===== src/rtl/display_scan_controller.sv =====
// Scans NUM_DIGITS common-anode seven-segment digits through one shared 5-bit decoder,
// swapping new data in only at frame boundaries, with dead time and leading-zero blanking.
module display_scan_controller #(
  parameter int NUM_DIGITS = 4,
  parameter int REFRESH_DIV = 100000,
  parameter int DEAD_CYCLES = 2,
  parameter logic [4:0] BLANK_CODE = 5'd31,
  localparam int IDX_W = (NUM_DIGITS > 1) ? $clog2(NUM_DIGITS) : 1
) (
  input  logic                    clk,
  input  logic                    reset,
  input  logic                    en,
  input  logic                    lz_en,
  input  logic                    upd_valid,
  input  logic [NUM_DIGITS*5-1:0] upd_data,
  output logic                    upd_ready,
  output logic [4:0]              code_out,
  output logic [NUM_DIGITS-1:0]   an,
  output logic [IDX_W-1:0]        digit_idx,
  output logic                    frame_tick
);

  localparam int CNT_MAX = (REFRESH_DIV > DEAD_CYCLES)
                         ? ((REFRESH_DIV > 2) ? REFRESH_DIV : 2)
                         : ((DEAD_CYCLES > 2) ? DEAD_CYCLES : 2);
  localparam int CNT_W = $clog2(CNT_MAX);
  localparam logic [CNT_W-1:0] REFRESH_LAST = CNT_W'(REFRESH_DIV - 1);
  localparam logic [CNT_W-1:0] DEAD_LAST    = CNT_W'(DEAD_CYCLES - 1);
  localparam logic [IDX_W-1:0] IDX_LAST     = IDX_W'(NUM_DIGITS - 1);

  typedef enum logic [1:0] {S_OFF, S_ON, S_DEAD} state_t;

  state_t           state_reg, state_next;
  logic [IDX_W-1:0] idx_reg, idx_next;
  logic [CNT_W-1:0] cnt_reg, cnt_next;
  logic             pending_reg, pending_next;
  logic [4:0]       display_reg [NUM_DIGITS];
  logic [4:0]       shadow_reg  [NUM_DIGITS];

  logic                  accept;
  logic                  swap;
  logic                  boundary;
  logic [IDX_W-1:0]      idx_inc;
  logic [NUM_DIGITS-1:0] blank_mask;
  logic                  zero_run;

  assign idx_inc = (idx_reg == IDX_LAST) ? '0 : idx_reg + 1'b1;

  always_comb begin
    state_next = state_reg;
    idx_next   = idx_reg;
    cnt_next   = cnt_reg;
    boundary   = 1'b0;
    if (!en) begin
      state_next = S_OFF;
      idx_next   = '0;
      cnt_next   = '0;
    end else begin
      case (state_reg)
        S_OFF: begin
          state_next = S_ON;
          idx_next   = '0;
          cnt_next   = '0;
          boundary   = 1'b1;
        end
        S_ON: begin
          if (cnt_reg == REFRESH_LAST) begin
            cnt_next = '0;
            if (DEAD_CYCLES > 0) begin
              state_next = S_DEAD;
            end else begin
              idx_next = idx_inc;
              boundary = (idx_reg == IDX_LAST);
            end
          end else begin
            cnt_next = cnt_reg + 1'b1;
          end
        end
        S_DEAD: begin
          if (cnt_reg == DEAD_LAST) begin
            cnt_next   = '0;
            state_next = S_ON;
            idx_next   = idx_inc;
            boundary   = (idx_reg == IDX_LAST);
          end else begin
            cnt_next = cnt_reg + 1'b1;
          end
        end
        default: begin
          state_next = S_OFF;
          idx_next   = '0;
          cnt_next   = '0;
        end
      endcase
    end
  end

  // Swap lands on the edge entering a frame, so a frame is never half old, half new.
  assign accept = upd_valid && !pending_reg;
  assign swap   = pending_reg && (boundary || (state_reg == S_OFF));

  always_comb begin
    pending_next = pending_reg;
    if (swap) begin
      pending_next = 1'b0;
    end else if (accept) begin
      pending_next = 1'b1;
    end
  end

  always_ff @(posedge clk) begin
    if (reset) begin
      state_reg   <= S_OFF;
      idx_reg     <= '0;
      cnt_reg     <= '0;
      pending_reg <= 1'b0;
      for (int i = 0; i < NUM_DIGITS; i++) begin
        display_reg[i] <= BLANK_CODE;
        shadow_reg[i]  <= BLANK_CODE;
      end
    end else begin
      state_reg   <= state_next;
      idx_reg     <= idx_next;
      cnt_reg     <= cnt_next;
      pending_reg <= pending_next;
      for (int i = 0; i < NUM_DIGITS; i++) begin
        if (swap) begin
          display_reg[i] <= shadow_reg[i];
        end
        if (accept) begin
          shadow_reg[i] <= upd_data[5*i +: 5];
        end
      end
    end
  end

  // A digit is blankable when it and every digit above it hold code 0; digit 0 never is.
  always_comb begin
    zero_run   = 1'b1;
    blank_mask = '0;
    for (int i = NUM_DIGITS - 1; i >= 0; i--) begin
      zero_run      = zero_run && (display_reg[i] == 5'd0);
      blank_mask[i] = zero_run && (i != 0);
    end
  end

  for (genvar gi = 0; gi < NUM_DIGITS; gi++) begin : g_anode
    assign an[gi] = !((state_reg == S_ON) && (idx_reg == IDX_W'(gi)));
  end

  always_comb begin
    code_out = BLANK_CODE;
    if (state_reg == S_ON) begin
      code_out = (lz_en && blank_mask[idx_reg]) ? BLANK_CODE : display_reg[idx_reg];
    end
  end

  assign upd_ready  = !pending_reg;
  assign digit_idx  = idx_reg;
  assign frame_tick = (state_reg == S_ON) && (idx_reg == '0) && (cnt_reg == '0);

endmodule


===== config.mk =====
export PLATFORM = sky130hd
export DESIGN_NAME = display_scan_controller
export DESIGN_NICKNAME = d
export VERILOG_FILES = /design/src/rtl/display_scan_controller.sv
export SDC_FILE = /design/constraint.sdc
export NUM_CORES = 1
export LEC_CHECK = 0
export ABC_AREA = 1
export CAP_MARGIN = 40
export CORE_MARGIN = 8
export CORE_UTILIZATION = 50
export DETAILED_ROUTE_END_ITERATION = 7
export PLACE_DENSITY = 0.76
export SLEW_MARGIN = 10
export SYNTH_ARGS = -nofsm -noshare
export SYNTH_HDL_FRONTEND = slang
export SYNTH_SLANG_ARGS = --single-unit

===== constraint.sdc =====
create_clock -name clk -period 1.9 [get_ports clk]
set_input_delay 0.19 -clock clk [delete_from_list [all_inputs] [get_ports clk]]
set_output_delay 0.19 -clock clk [all_outputs]
set_load 0.01 [all_outputs]

Word level (Yosys, flattened, before mapping)
Memory sizes are Yosys's and may differ from the RTL's. A register that Yosys moved wholly into a read port is not among the register bits.
Index checks and enable logic that the tools add are counted.

word-level totals
  flip-flop bits (word level) = 22
  RAM bits = 40
  bits of input ports = 25
  output and inout bits = 13
  word-level logic and storage cells = 88
  memories kept = 2

memory list
  name         words  bits a word  rd ports  clocked after Yosys merged registers in  write ports  RTL line  text
  display_reg  4      5            4         1                                        4            37        logic [4:0] display_reg [NUM_DIGITS];
  shadow_reg   4      5            4         0                                        4            38        logic [4:0] shadow_reg [NUM_DIGITS];

cells by class
  add/sub/neg operators = 2
  $lt $le $gt $ge = 1
  eq/ne operators = 9
  muxes and demuxes = 34
  bitwise operators = 10
  reductions and logical operators = 26

operators with widths
  kind                                                                          number
  5-bit two-way mux                                                             10
  17-bit two-way mux                                                            2
  17-bit one-hot mux with 2 select lines                                        1
  17-bit by 1-bit adder with 17-bit output, second input constant               1
  17-bit by 1-bit equality test with 1-bit output, second input constant        1
  17-bit equality test, second input constant                                   1
  17-bit zero test                                                              1
  5-bit zero test                                                               3
  2-bit two-way mux                                                             6
  1-bit two-way mux                                                             11
  1-bit logical AND                                                             10
  1-bit OR                                                                      8
  2-bit equality test, second input constant                                    3
  2-bit one-hot mux with 3 select lines                                         1
  1-bit zero test                                                               5
  2-bit by 1-bit equality test with 1-bit output, second input constant         2
  2-bit zero test                                                               2
  2-bit != test, second input constant                                          2
  2-bit one-hot mux with 2 select lines                                         1
  2-bit AND reduction                                                           2
  2-bit OR reduction                                                            2
  2-bit by 3-bit less-than comparator with 1-bit output, second input constant  1
  2-bit by 1-bit adder with 2-bit output, second input constant                 1
  1-bit binary-select mux with 2-bit select                                     1
  other kinds (3)                                                               4

Logic depth before layout (Yosys ltp)
Gate-level depths: netlist (run 1).

  depth in word-level cells = 10
  gate-level depth with buffers = 11
  gate-level depth less buffers = 10

Worst setup path after synthesis (run 1)
Ideal clock, no wire load.

  kind = reg2reg
  start = reg idx_reg[0], in the netlist digit_idx[0]
  end = mem display_reg[0][0], enable pin
  setup time = 377 ps
  data arrival time = 1435 ps
  required time = 1523 ps
  path slack = 88 ps
  cell stages (with the launch flop) = 8
  path buffers = 0
  clock period less this slack = 1812 ps
  cell sequence = dfxtp_1 -> ha_1 -> nand2_1 -> nor2_1 -> nand4_1 -> nand2_1 -> nand2_1 -> nand2_1

RTL lines
  element                 RTL line  text
  start, declared         34        logic [IDX_W-1:0] idx_reg, idx_next;
  start signal, assigned  123       idx_reg <= idx_next;
  end, declared           37

==> results.yml, run 1 <==
outcome:
  outcome: "complete, no violations"
timing:
  setup_violations: 0
  slew-limit-headroom_pct: 78.74
  fmax_mhz: 529.9
  worst_pin_slew_ns: 0.3185
  rsz0062_at_grt: "yes"
  fin_crit_sh_pct: 99.33
  slew_violations: 0
  hold_viol: 0
  finClkSkew_ns: 0.009311
  fin_crit_ns: 1.887
finish:
  nets: 462
  register_area_um2: 1685
  insertedDiodeCount: 0
  multi_input_area_um2: 1174
  instances_no_fill: 508
  drive_gt1_share_pct: 15.08
  final_core_util_pct: 62.77
  layout-area-overhead-vs-synth_pct: 23.56
  fillers: 554
synth:
  syn_area_um2: 3171
  synth_cells: 371
  yosys_register_bits: 64
  netlist-cell-type-count: 28
  synth-async-reset-ratio_pct: 0
  synth_area_per_cell_um2: 8.546
  yosysWarnings: 0
  synth_nets: 407
  synth-edff-count: 40
  ys_seq_area_share_pct: 53.04
  synth_ff_type: "edfxtp_1"
detailed_routing:
  drc_errors: 0
  top_layer_used: "met4"
  ant_nets: 0
  post_drt_wl_per_cell_um: 12.47
  vias: 2458
  route.met3.wl_um: 359
  drt-met1-wl_um: 2926
  drtPass1Iterations: 4
  met2_length_um: 2947
  drt_wl_total_um: 6333
  drt_iter0_markers: 196
  vias_per_cell: 4.839
power_and_ir_drop:
  seqPwrFrac_pct: 51.0
  swShare_pct: 21.44
  p_leak_nw: 1.633
  p_total_mw: 2.978
  p_sw_uw: 638.5
  comb_power_share_pct: 6.6
  power_per_cell_area_nw_per_um2: 760.2
  vdd_drop_max_mv: 0.4921
  clkPwrFrac_pct: 42.4
  internal_power_mw: 2.340
grt:
  grt_pass1_wl_um: 10600
  track_usage_pct: 14.83
  grt_max_degree: 21
  grt_overflow: 0
  grt_pass1_vias: 2340
  antenna_found_initial: 0
clock_network:
  cts_sinks: 64
  clk_latency_ns: 0.34
  holdBufCountCts: 0
  cts_made_buffers: 9
  clock_path_buffers: 2
  cts_tree: "yes"
  htreeDepth: 3
  clkTransAtPathRegs_ns: 0.07
  cts-root-buf: "clkbuf_8"
floorplan:
  pin_count: 38
  floorplan.initialDensity_pct: 50.80
  die_w_um: 95.63
  num_rows: 29
  die_area_um2: 9145
  core_um2: 6241
  die_y_um: 95.63
worst_hold_path:
  hold_path_class: "input pin to flip-flop"
  min_path_cells: 3
placed_design:
  port_buffers: 37
  dp.cells: 487
  gp_congestion: 0.8758
  dpl.hpwl_um: 4616
setup_path:
  cp_num_buf_inv: 3
  critPathCaptureType: "output port"
  worstPathArrival_ns: 1.70
  worstPathRequired_ns: 1.71
  crit_family: "simple AND/OR/NAND/NOR gates"
  crit_type: "flip-flop to output port"
  slowest_delay_ns: 0.41
  cp_max_fo: 3
  cp_slowest_cell: "edfxtp_1"
  cp_cell_sequence: "nor3_2 > nand3_1 > o21ai_1 > nand3_1 > buf_6 > buf_6 > nand4_1 > buf_2"
  path_depth: 8
  critPathLaunchType: "flip-flop"
  reg2reg_depth: 10
run:
  maxCapViolCount: 0
## worst min-delay path, cell delays in order
cell	delay (ns)
clkdlybuf4s50_1	0.45
inv_1	0.03
nand2_1	0.05
## synthesized netlist by cell type, types with 3 or more instances
library cell / instances / area share [%]
nand2_1: 86 / 10
inv_1: 74 / 8.8
edfxtp_1: 40 / 38
nor2_1: 38 / 4.5
dfxtp_1: 24 / 15
nand3_1: 14 / 2.2
nor2_2: 13 / 2.6
ha_1: 11 / 4.3
nand4_1: 11 / 2.2
o21ai_0: 11 / 1.7
a21oi_1: 7 / 1.1
xor2_1: 7 / 1.9
nand2_2: 6 / 1.2
nor3_1: 6 / 0.95
clkbuf_1: 4 / 0.47
o211ai_1: 3 / 0.71
## kinds of logic after synthesis
logic type	count (synthesis)	share of synthesized area, %
fa+ha+maj	11	4.341
simple gates	180	25.53
flops	64	53.04
buf+inv	83	10.42
compound gates	24	4.183
xor+xnor	9	2.486
## per-stage QoR
step / setup TNS [ns] / setup slack (ns) / area [um^2] / hold WS (ns)
2_1_floorplan: 0 / 0.08751 / 3171 / 0.3194
3_3_place_gp: -0.2105 / -0.04785 / 3672 / 0.4745
3_5_place_dp: -0.3575 / -0.09198 / 3672 / 0.4891
4_1_cts: -0.09040 / -0.05064 / 3906 / 0.4661
5_1_grt: -0.08669 / -0.08669 / 3918 / 0.4722
6_report: 0 / 0.01279 / 3918 / 0.4829
## metal layers
metal,global-route usage (%),vias up
li1,-,1269
met1,19.08,1111
met2,22.86,68
met3,3.937,10
met4,6.658,0
met5,0,-
## area by class of cell
type	count	share of cell area, %
clock buffers	11	3.354
clock inverters	5	2.076
inverters	76	7.282
multi-input cells	224	29.96
flip-flops and latches	64	43.02
well taps	77	2.459
repair buffers	51	11.85
## final timing paths
kind / startpoint / end / slack [ns]
setup / recovery: display_reg[2][2] / code_out[3] / 0.01
hold / removal: upd_data[14] / shadow_reg[2][4] / 0.48
setup reg to reg: state_reg[0] / display_reg[1][3] / 0.19
hold reg to reg: shadow_reg[1][4] / display_reg[1][4] / 0.50
## power groups by stage
stage / Combinational [mW] / Clock, mW / Sequential, mW
final: 0.196 / 1.26 / 1.52
after global routing: 0.223 / 1.35 / 1.52
after CTS: 0.200 / 1.29 / 1.52
after detailed placement: 0.200 / 0 / 1.55
after global placement: 0.195 / 0 / 1.55
after floorplan: 0.0980 / 0 / 1.55
## cells in the final DEF (no fill, tap or decap), types with 3 or more instances in the layout
cell	instances
nand2_2	6
nor3_1	5
o21ai_0	9
buf_2	3
nand3_1	14
xor2_1	7
clkbuf_2	3
inv_1	73
clkbuf_8	9
clkdlybuf4s50_1	27
o211ai_1	3
nand4_1	11
dfxtp_1	21
dlygate4sd2_1	3
nor2_1	35
ha_1	10
edfxtp_1	40
dfxtp_2	3
a21oi_1	7
nand2_1	86
nor2_2	16
buf_4	11
## what timing repair did
action                                  in CTS  in global routing
gates resized for setup                     25                 13
endpoints found under the setup margin      10                 10
buffers inserted                             3                  2
pin swaps                                    2                  1
Note: power is estimated with default switching activity, not from simulation.
==> run 2: changes to the inputs <==
ABC_AREA = 0   (was 1)
CORE_UTILIZATION = 49   (was 50)
PLACE_DENSITY = 0.75   (was 0.76)
==> results.yml, run 2 <==
outcome:
  outcome: "finished, violations left"
  violations: "negative setup slack"
synth:
  synth-async-reset-ratio_pct: 0
  yosys_register_bits: 64
  synth_nets: 292
  synth_cells: 256
  yosysWarnings: 0
  synth_top_cells_by_area: "edfxtp_1, dfxtp_1, or2_2"
  yosys.area.top_type: "edfxtp_1"
  synth_area_per_cell_um2: 11.60
  synth-edff-count: 40
  syn_area_um2: 2970
  post-synth-top-count-cell: "edfxtp_1"
  synth_top_area_share_pct: 40.44
  ys_seq_area_share_pct: 56.61
  netlist-cell-type-count: 38
  yosys-top-cells-count: "edfxtp_1, nor2_1, or2_2"
  synth_ff_type: "edfxtp_1"
setup_path:
  regToRegStartpoint: "cnt_reg[16]"
  worstSetupStartpoint: "display_reg[2][2]"
  r2r_slack_ns: -0.10
  cp_slowest_cell: "or4_4"
  crit_family: "simple AND/OR/NAND/NOR gates"
  cp-endpoint: "code_out[2]"
  critPathLaunchType: "flip-flop"
  r2r_end: "cnt_reg[14]"
  cp_max_fo: 5
  cp_num_buf_inv: 2
  path_depth: 7
  slowest_delay_ns: 0.57
  cp_cell_sequence: "or4_4 > nor2_2 > a32oi_1 > o21ai_1 > buf_4 > or2_2 > buf_6"
  crit_type: "flip-flop to output port"
  reg2reg_depth: 8
  worstPathArrival_ns: 1.98
  worstPathRequired_ns: 1.71
  critPathCaptureType: "output port"
timing:
  fmax_mhz: 460.1
  rsz0062_at_grt: "yes"
  whs_ns: 0.4844
  hold_viol: 0
  worst_pin_slew_ns: 0.5066
  slew-limit-headroom_pct: 66.14
  slew_violations: 0
  tns_ns: -3.292
  setup_violations: 60
  worst_slack_ns: -0.2732
  fin_crit_ns: 2.173
  fin_crit_sh_pct: 114.4
  finClkSkew_ns: 0.005443
grt:
  track_usage_pct: 15.07
  grt_pass1_wl_um: 10180
  grt_max_degree: 26
  antenna_found_initial: 0
  grt_overflow: 0
  grt_pass1_vias: 2176
floorplan:
  die_area_um2: 8810
  core_um2: 5886
  floorplan.initialDensity_pct: 50.47
  die_y_um: 93.86
  pin_count: 38
  num_rows: 28
  die_w_um: 93.86
clock_network:
  htreeDepth: 3
  clkTransAtPathRegs_ns: 0.07
  cts_made_buffers: 9
  clock_path_buffers: 2
  cts_sinks: 64
  cts_tree: "yes"
  clk_latency_ns: 0.34
  cts-root-buf: "clkbuf_8"
  holdBufCountCts: 0
finish:
  layout_common_cells: "edfxtp_1, buf_4, clkdlybuf4s50_1"
  register_area_um2: 1688
  insertedDiodeCount: 0
  multi_input_area_um2: 1351
  layout-area-overhead-vs-synth_pct: 42.04
  layout_commonest_cell: "edfxtp_1"
  drive_gt1_share_pct: 35.84
  fillers: 388
  nets: 377
placed_design:
  gp_congestion: 0.8094
  dpl.hpwl_um: 4372
  port_buffers: 37
  pre_cts_ws_ns: -0.3855
worst_hold_path:
  hold_path_class: "input pin to flip-flop"
detailed_routing:
  drt_iter0_markers: 189
  drc_errors: 0
  vias_per_cell: 5.418
  vias: 2281
  post_drt_wl_per_cell_um: 17.23
  drtPass1Iterations: 4
  ant_nets: 0
  drt_wl_total_um: 7255
power_and_ir_drop:
  vdd_drop_max_mv: 0.4673
  power_per_cell_area_nw_per_um2: 674.2
  p_leak_nw: 1.407
run:
  maxCapViolCount: 0
## run 2: changes by cell type in the layout (fill, tap and decap cells not counted), moves of 7 or more
cell / before / now
inv_1: 73 / 10
nand2_1: 86 / 12
or3_1: 0 / 20
buf_4: 11 / 35
nand3_1: 14 / 7
nor2_1: 35 / 24
or2_4: 0 / 19
nor2_2: 16 / 3
buf_6: 2 / 10
## run 2: power breakdown
group          internal, mW  total [mW]  switching, mW
Sequential             1.50        1.51         0.0117
Clock                 0.599        1.12          0.523
Combinational         0.118       0.207         0.0893
Total                  2.22        2.84          0.624
## run 2: worst min path at each step
stage	endpoint	from	slack [ns]	cells after the start
after detailed placement	display_reg[3][1]	shadow_reg[3][1]	0.49	1
after global placement	cnt_reg[0]	cnt_reg[0]	0.46	1
after floorplan	state_reg[0]	en	0.37	2
after CTS	shadow_reg[3][1]	upd_data[16]	0.47	2
final	shadow_reg[2][2]	upd_data[12]	0.48	2
after global routing	shadow_reg[2][4]	upd_data[14]	0.49	2
## run 2: cells by family after synthesis
kind of cell | share of synthesized area (%)
xor+xnor | 4.423
compound gates | 3.876
flops | 56.61
simple gates | 23.72
fa+ha+maj | 4.633
buf+inv | 2.948
mux | 3.791
## run 2: layer usage
metal	track usage [%]	routed length, um	up-vias
met5	0	0	-
li1	-	-	1080
met3	4.317	486	21
met1	18.03	3036	1097
met4	8.587	216	0
met2	23.75	3515	83
## run 2: timing repair
action | 4_1_cts | 5_1_grt
gates resized for setup | 57 | 30
pin swaps | 9 | 18
setup buffers | 6 | 4
setup endpoints to repair | 52 | 50
cloned | 1 | 6
## run 2: stage by stage
step / instances / power [mW] / cell area (um^2) / utilization, %
floorplan: 256 / 1.610 / 2970 / -
global placement: 390 / 1.702 / 3670 / 62.35
detailed placement: 390 / 1.707 / 3670 / 62.35
CTS: 412 / 2.821 / 3980 / 67.62
global route: 421 / 2.956 / 4219 / 71.68
finish: 421 / 2.844 / 4219 / 71.68
## run 2: cell type report
type,count,share of cell area (%)
tap,75,2.224
clock buffer,10,3.025
clock inverter,6,1.423
timing repair buffer,85,20.40
sequential,64,40.01
inverter,10,0.8897
multi-input combinational,171,32.03
==> run 3: changes to the inputs <==
CORE_ASPECT_RATIO = 0.75   (was default)
==> results.yml, run 3 (same netlist as run 2, synthesis figures left out) <==
outcome:
  outcome: "finished, violations left"
  violations: "negative setup slack"
power_and_ir_drop:
  swShare_pct: 21.11
  comb_power_share_pct: 7.2
  p_leak_nw: 1.439
  p_sw_uw: 629.8
  power_per_cell_area_nw_per_um2: 698.3
  vdd_drop_max_mv: 0.4529
  seqPwrFrac_pct: 50.7
  internal_power_mw: 2.353
  clkPwrFrac_pct: 42.1
timing:
  finClkSkew_ns: 0.01125
  fin_crit_ns: 2.209
  worst_pin_slew_ns: 0.5165
  hold_viol: 0
  slew-limit-headroom_pct: 65.49
  rsz0062_at_grt: "yes"
  worst_slack_ns: -0.3091
  slew_violations: 0
  tns_ns: -7.301
  fin_crit_sh_pct: 116.3
  fmax_mhz: 452.7
  setup_violations: 47
setup_path:
  critPathCaptureType: "output port"
  worstPathRequired_ns: 1.71
  cp_cell_sequence: "or4_4 > o21ai_2 > a32oi_1 > o21ai_1 > buf_4 > or2_2 > buf_6"
  cp_num_buf_inv: 2
  worstPathArrival_ns: 2.02
  cp_max_fo: 5
  cp_slowest_cell: "or4_4"
  path_depth: 7
  crit_family: "simple AND/OR/NAND/NOR gates"
  crit_type: "flip-flop to output port"
  reg2reg_depth: 8
  slowest_delay_ns: 0.57
  critPathLaunchType: "flip-flop"
finish:
  nets: 386
  layout-area-overhead-vs-synth_pct: 43.81
  register_area_um2: 1695
  fillers: 360
  final_area_um2: 4272
  layout_common_cells: "edfxtp_1, buf_4, nor2_1"
  insertedDiodeCount: 0
  multi_input_area_um2: 1323
  drive_gt1_share_pct: 37.18
placed_design:
  gp_congestion: 0.7922
  port_buffers: 37
  dpl.hpwl_um: 4673
  placed_cell_area_um2: 3704
clock_network:
  cts_made_buffers: 9
  htreeDepth: 3
  clk_latency_ns: 0.34
  clkTransAtPathRegs_ns: 0.07
  clock_path_buffers: 2
  cts-root-buf: "clkbuf_8"
  holdBufCountCts: 0
  cts_tree: "yes"
  cts_sinks: 64
detailed_routing:
  drt_wl_total_um: 7741
  vias: 2345
  drtPass1Iterations: 5
  drt_iter0_markers: 188
  ant_nets: 0
  post_drt_wl_per_cell_um: 17.88
  drc_errors: 0
  vias_per_cell: 5.416
floorplan:
  pin_count: 38
  die_area_um2: 8835
  floorplan.initialDensity_pct: 50.99
  die_w_um: 105.9
  core_um2: 5826
  die_y_um: 83.43
  num_rows: 24
grt:
  grt_max_degree: 26
  grt_pass1_wl_um: 11590
  grt_overflow: 0
  antenna_found_initial: 0
  grt_pass1_vias: 2328
  track_usage_pct: 16.56
worst_hold_path:
  hold_path_class: "input pin to flip-flop"
  min_path_cells: 2
run:
  maxCapViolCount: 0
## run 3: final cells by class
cell class                 instances  area share [%]
clock inverter                     6           1.963
timing repair buffer              94           21.24
tap                               78           2.285
sequential                        64           39.69
inverter                          10          0.8787
clock buffer                      10           2.988
multi-input combinational        171           30.96
## run 3: what timing repair did
action / in CTS / in global routing
setup endpoints to repair: 52 / 65
pin swaps: 9 / 17
gates resized for setup: 74 / 22
buffers inserted: 8 / 11
gates cloned: 5 / 2
## run 3: per-stage QoR
step / power [mW] / utilization [%] / instances / worst slack (ns) / hold WS, ns
after floorplan: 1.610 / - / 256 / 0.01242 / 0.3669
after global placement: 1.708 / 63.57 / 397 / -0.3216 / 0.4873
after detailed placement: 1.714 / 63.57 / 397 / -0.4524 / 0.4892
after CTS: 2.979 / 71.50 / 426 / -0.2924 / 0.4818
after global routing: 3.058 / 73.32 / 433 / -0.4345 / 0.4956
final: 2.983 / 73.32 / 433 / -0.3091 / 0.4930
## run 3: per-layer routing
layer	part of all wire (%)	track usage, %	up-vias	wire length (um)
met5	0	0	-	0
li1	-	-	1099	-
met4	1.6	5.605	0	120
met1	43	21.29	1091	3336
met2	47	25.00	140	3624
met3	8.5	6.096	15	659
## run 3: path summary, 6_finish.rpt
kind / from / end / slack (ns)
setup reg to reg: cnt_reg[4] / display_reg[2][3] / -0.17
setup / recovery: display_reg[2][1] / code_out[0] / -0.31
hold / removal: upd_data[6] / shadow_reg[1][1] / 0.49
hold reg to reg: shadow_reg[1][0] / display_reg[1][0] / 0.51
## run 3: power groups by stage
stage | clock (mW) | combinational, mW | sequential [mW]
2_1_floorplan | 0 | 0.0709 | 1.54
3_3_place_gp | 0 | 0.167 | 1.54
3_5_place_dp | 0 | 0.172 | 1.54
4_1_cts | 1.25 | 0.218 | 1.51
5_1_grt | 1.31 | 0.232 | 1.51
6_report | 1.25 | 0.216 | 1.51
